<file path="config.mk">
export PLATFORM = sky130hd
export DESIGN_NAME = atctlc2axi500_skid_buffer
export DESIGN_NICKNAME = d
export VERILOG_FILES = /design/src/rtl/atctlc2axi500_skid_buffer.sv
export SDC_FILE = /design/constraint.sdc
export NUM_CORES = 1
export LEC_CHECK = 0
export BUFFER_PORTS_ARGS = -buffer_cell sky130_fd_sc_hd__buf_4
export CAP_MARGIN = 20
export CELL_PAD_IN_SITES_DETAIL_PLACEMENT = 1
export CELL_PAD_IN_SITES_GLOBAL_PLACEMENT = 1
export CORE_MARGIN = 2
export CORE_UTILIZATION = 43
export DETAILED_ROUTE_END_ITERATION = 12
export PLACE_DENSITY_LB_ADDON = 0.1
export SETUP_SLACK_MARGIN = 0.02
export SLEW_MARGIN = 20
export SYNTH_ARGS = -nofsm -noshare
export SYNTH_HDL_FRONTEND = slang
export SYNTH_SLANG_ARGS = --single-unit
</file>
<file path="constraint.sdc">
create_clock -name clk -period 4.4 [get_ports clk]
set_input_delay 0.88 -clock clk [delete_from_list [all_inputs] [get_ports clk]]
set_output_delay 0.88 -clock clk [all_outputs]
set_load 0.03 [all_outputs]
</file>
<file path="src/rtl/atctlc2axi500_skid_buffer.sv">
// Two-entry registered skid buffer for the TLC-to-AXI500 crossing.
// Every output comes straight from a flop, so neither valid/data nor ready is combinational.
module atctlc2axi500_skid_buffer #(
    parameter int DW          = 32,
    parameter int RAR_SUPPORT = 0
) (
    input  logic          clk,
    input  logic          reset,
    input  logic          i_valid,
    output logic          i_ready,
    input  logic [DW-1:0] din,
    output logic          o_valid,
    input  logic          o_ready,
    output logic [DW-1:0] dout,
    output logic [1:0]    o_count
);

    typedef enum logic [1:0] {
        EMPTY = 2'd0,
        BUSY  = 2'd1,
        FULL  = 2'd2
    } state_t;

    state_t          state_q;
    state_t          state_d;
    logic            in_hs;
    logic            out_hs;
    logic            load_out_din;
    logic            load_out_skid;
    logic            load_skid;
    logic            valid_d;
    logic            ready_d;
    logic [1:0]      count_d;
    logic [DW-1:0]   out_r;
    logic [DW-1:0]   skid_r;

    assign in_hs  = i_valid & i_ready;
    assign out_hs = o_valid & o_ready;
    assign dout   = out_r;

    always_ff @(posedge clk) begin
        if (reset) begin
            state_q <= EMPTY;
        end else begin
            state_q <= state_d;
        end
    end

    // Next state plus the data-register load strobes; every strobe requires a handshake.
    always_comb begin
        state_d       = state_q;
        load_out_din  = 1'b0;
        load_out_skid = 1'b0;
        load_skid     = 1'b0;
        case (state_q)
            EMPTY: begin
                if (in_hs) begin
                    load_out_din = 1'b1;
                    state_d      = BUSY;
                end
            end
            BUSY: begin
                if (in_hs && out_hs) begin
                    load_out_din = 1'b1;
                end else if (in_hs) begin
                    load_skid = 1'b1;
                    state_d   = FULL;
                end else if (out_hs) begin
                    state_d = EMPTY;
                end
            end
            FULL: begin
                if (out_hs) begin
                    load_out_skid = 1'b1;
                    state_d       = BUSY;
                end
            end
            default: state_d = EMPTY;
        endcase
    end

    // Flag values are decoded from the next state so they can be registered alongside it.
    always_comb begin
        valid_d = 1'b0;
        ready_d = 1'b1;
        count_d = 2'd0;
        case (state_d)
            BUSY: begin
                valid_d = 1'b1;
                ready_d = 1'b1;
                count_d = 2'd1;
            end
            FULL: begin
                valid_d = 1'b1;
                ready_d = 1'b0;
                count_d = 2'd2;
            end
            default: begin
                valid_d = 1'b0;
                ready_d = 1'b1;
                count_d = 2'd0;
            end
        endcase
    end

    always_ff @(posedge clk) begin
        if (reset) begin
            o_valid <= 1'b0;
            i_ready <= 1'b1;
            o_count <= 2'd0;
        end else begin
            o_valid <= valid_d;
            i_ready <= ready_d;
            o_count <= count_d;
        end
    end

    // Without RAR_SUPPORT the payload flops keep their contents through reset.
    generate
        if (RAR_SUPPORT != 0) begin : g_rar
            always_ff @(posedge clk) begin
                if (reset) begin
                    out_r  <= '0;
                    skid_r <= '0;
                end else begin
                    if (load_out_din) begin
                        out_r <= din;
                    end else if (load_out_skid) begin
                        out_r <= skid_r;
                    end
                    if (load_skid) begin
                        skid_r <= din;
                    end
                end
            end
        end else begin : g_norar
            always_ff @(posedge clk) begin
                if (!reset) begin
                    if (load_out_din) begin
                        out_r <= din;
                    end else if (load_out_skid) begin
                        out_r <= skid_r;
                    end
                    if (load_skid) begin
                        skid_r <= din;
                    end
                end
            end
        end
    endgenerate

endmodule

</file>
==> impl_results.md <==
- Vias per cell: 4.92
- Diode count: 0
- Grt ovf: 0
- Worst setup EP type: flop
- Setup TNS: 0 ps
- CORE AREA: 6240 um2
- Setup Buffers After CTS: 0
- FF+latch count, synth: 70
- Iter 0 DRT Violations: 88
- # port buffers: 71
- Min cycle time layout: 2370 ps
- Final Skew: 5.09 ps
- R2r endpoint: dout[7]
- P&R area growth vs syn: 30.6%
- Final Hold Vio Count: 0
- FP Rows: 29
- Total number of vias: 1451
- Crit-path max cell delay: 580 ps
- Hold Path Sink: dout[29]
- Number of routed nets with antenna violations: 0
- Critical Path Start: i_valid
- Leak Pwr: 0.00145 uW
- Yosys synthesis warning count: 0
- Pin count of the biggest net entering global routing: 34
- CTS max path bufs: 2
- RSZ-0062 raised after global routing: false
- Initial antenna violation count: 0
- Critical path class: primary input to flop
- Crit Reg-Reg Startpoint: i_ready
- Post-cts resize count: 0
- Syn Inst Count: 131
- Final instance area: 3570 um2
- R2R setup slack: 2260 ps
- Final Max Slew Viols: 0
- Clk root buf: clkbuf_8
- WL/cell: 17.6 um
- Die height: 83.7 um
- Max-slew headroom: 57.2%
- Share of layout cells above drive strength 1: 56.4%
- Total track usage: 15.5%
- Slowest cell on the critical path: a21oi_4
- DP HPWL: 3600 um
- Critical-path cell list: buf_4, and3b_2, nand2_4, a21oi_4, buf_16
- R2R cell count: 4
- Routability cong.: 0.721
- Vias in the first global route: 1557
- Critical path fanouts, max: 33
- Hold_ws: 552 ps
- Worst Path Arrival: 2390 ps
- Clock Latency Late Sink: 320 ps
- Max-cap violation count: 0
- Cts hold-fix bufs: 0
- Post-Route WL: 5190 um
- Final Cycle Share: 53.8%
- Worst-Margin Slew: 641 ps
- Fmax: 0.422 GHz
- Pwr dens: 429 nW/um2
- Die Wd: 83.7 um
- Fill count: 584
- Yosys cell types: 23
- CTS tree: yes
- Layout Nets: 252
- Num ports: 72
- Total CTS buffers: 9
- First-pass GRT wire length: 8180 um
- Crit path required time: 4430 ps
- Hold Crit Start: skid_r[29]
- Critical path's top delay family: simple AND/OR/NAND/NOR gates
- Hold crit path type: flop to flop
- Die area: 7000 um2
- Fin cells: 295
- Final Setup Violations: 0
- Peak supply drop: 228 uV
- Post-Syn Area: 2730 um2
- Initial Util: 43.7%
- CTS H-tree lvls: 3
- Clock sinks: 70
- Status: complete, no violations
- Startpoint types: primary input
- Post-synthesis sequential area ratio: 74.8%
- Buffer and inverter count on the worst path: 2
- Clock-pin slew of the registers on the worst-case setup and hold paths: 70 ps
- Syn Nets: 170
- Avg Synthesized Cell Area: 20.8 um2
- Dpl cells: 278
- First-pass DRT Iterations: 4
- Hold Path Depth: 1
- Post-route DRC violation count: 0
- Post-DP Area: 3360 um2
-- final cells by class --
cell class | instances | area (um2) | share of cell area, %
clock buffer | 11 | 131 | 3.68
clock inverter | 5 | 50.0 | 1.40
inverter | 1 | 3.75 | 0.105
multi-input combinational | 57 | 667 | 18.7
sequential | 70 | 2040 | 57.3
tap | 77 | 96.3 | 2.70
timing repair buffer | 74 | 576 | 16.1
-- how the worst max path moves through the flow --
stage | to | depth (start not counted)
3_5_place_dp | dout[24] | 4
5_1_grt | dout[4] | 5
6_report | dout[7] | 5
4_1_cts | dout[7] | 4
3_3_place_gp | dout[5] | 4
2_1_floorplan | skid_r[0] | 2
-- registers in the layout (all words and copies together) (netlist names) --
| signal | cells |
|---|---|
| dout | 32 |
| skid_r | 32 |
| o_count | 2 |
| state_q | 2 |
| i_ready | 1 |
| o_valid | 1 |
-- logic make-up (layout without fill, tap and decap cells) --
| group | count (synthesis) | in the layout | share of synthesized area, % |
|---|---|---|---|
| AOI/OAI and AO/OA | 7 | 7 | 1.60 |
| buffers and inverters | 4 | 91 | 1.37 |
| adders and majority gates | 3 | 3 | 1.38 |
| muxes | 32 | 32 | 17.2 |
| and+or+nand+nor | 15 | 15 | 3.67 |
| DFF | 70 | 70 | 74.8 |
-- synthesized netlist by cell type --
| library cell | n | area (um2) |
|---|---|---|
| a21bo_2 | 1 | 10.0 |
| a21oi_1 | 3 | 15.0 |
| a31oi_1 | 1 | 6.26 |
| and2_1 | 1 | 6.26 |
| and3b_2 | 1 | 10.0 |
| and4b_1 | 1 | 10.0 |
| buf_6 | 3 | 33.8 |
| dfxtp_1 | 6 | 120 |
| edfxtp_1 | 64 | 1920 |
| ha_1 | 3 | 37.5 |
| inv_1 | 1 | 3.75 |
| mux2_2 | 3 | 33.8 |
| mux2_4 | 29 | 435 |
| nand2_1 | 2 | 7.51 |
| nand2_4 | 1 | 11.3 |
| nand2b_1 | 1 | 6.26 |
| nand3_1 | 1 | 5.00 |
| nor2_1 | 2 | 7.51 |
| nor2b_1 | 3 | 18.8 |
| nor3b_1 | 1 | 7.51 |
| nor4bb_1 | 1 | 10.0 |
| o21ai_0 | 1 | 5.00 |
| o21bai_1 | 1 | 7.51 |
-- layer usage --
metal  wire length [um]  global-route usage (%)  vias up
met2               2700                    26.8       46
met5                  0                       0        -
met4                 98                    5.87        0
li1                   -                       -      673
met1               2140                    18.1      726
met3                258                    4.85        6
-- worst reg2reg max path: stages (launching register included) --
cell and delay [ps]:
dfxtp_1 400, and3b_2 260, nand2_4 350, a21oi_4 590
buf_16 240
-- power by group --
group	switching [uW]	internal [uW]
logic	136	127
clock network	219	258
registers	15.3	776
-- layout by cell type, fill, tap and decap left out --
| cell type | count |
|---|---|
| o21bai_1 | 1 |
| a21oi_1 | 2 |
| nor2_1 | 2 |
| o21ai_0 | 1 |
| mux2_4 | 29 |
| ha_1 | 3 |
| buf_4 | 73 |
| dfxtp_1 | 6 |
| nand3_1 | 1 |
| nand2b_1 | 1 |
| mux2_2 | 3 |
| nand2_1 | 2 |
| clkinv_2 | 1 |
| clkinv_1 | 2 |
| clkinvlp_4 | 1 |
| nor3b_2 | 1 |
| bufinv_16 | 1 |
| nor4bb_1 | 1 |
| and3b_2 | 1 |
| nand2_4 | 1 |
| inv_1 | 1 |
| buf_16 | 1 |
| and2_1 | 1 |
| edfxtp_1 | 64 |
| a31oi_1 | 1 |
| clkbuf_1 | 2 |
| a21oi_4 | 1 |
| nor2b_1 | 3 |
| and4b_1 | 1 |
| clkbuf_8 | 9 |
| a21bo_2 | 1 |
-- through the flow --
stage,setup slack (ps),power [uW],util [%]
6_report,2030,1530,57.1
5_1_grt,1930,1600,57.1
4_1_cts,1750,1550,56.7
3_5_place_dp,1380,1070,53.8
3_3_place_gp,1500,1060,53.8
2_1_floorplan,432,979,-
(Power assumes the default switching activity.)
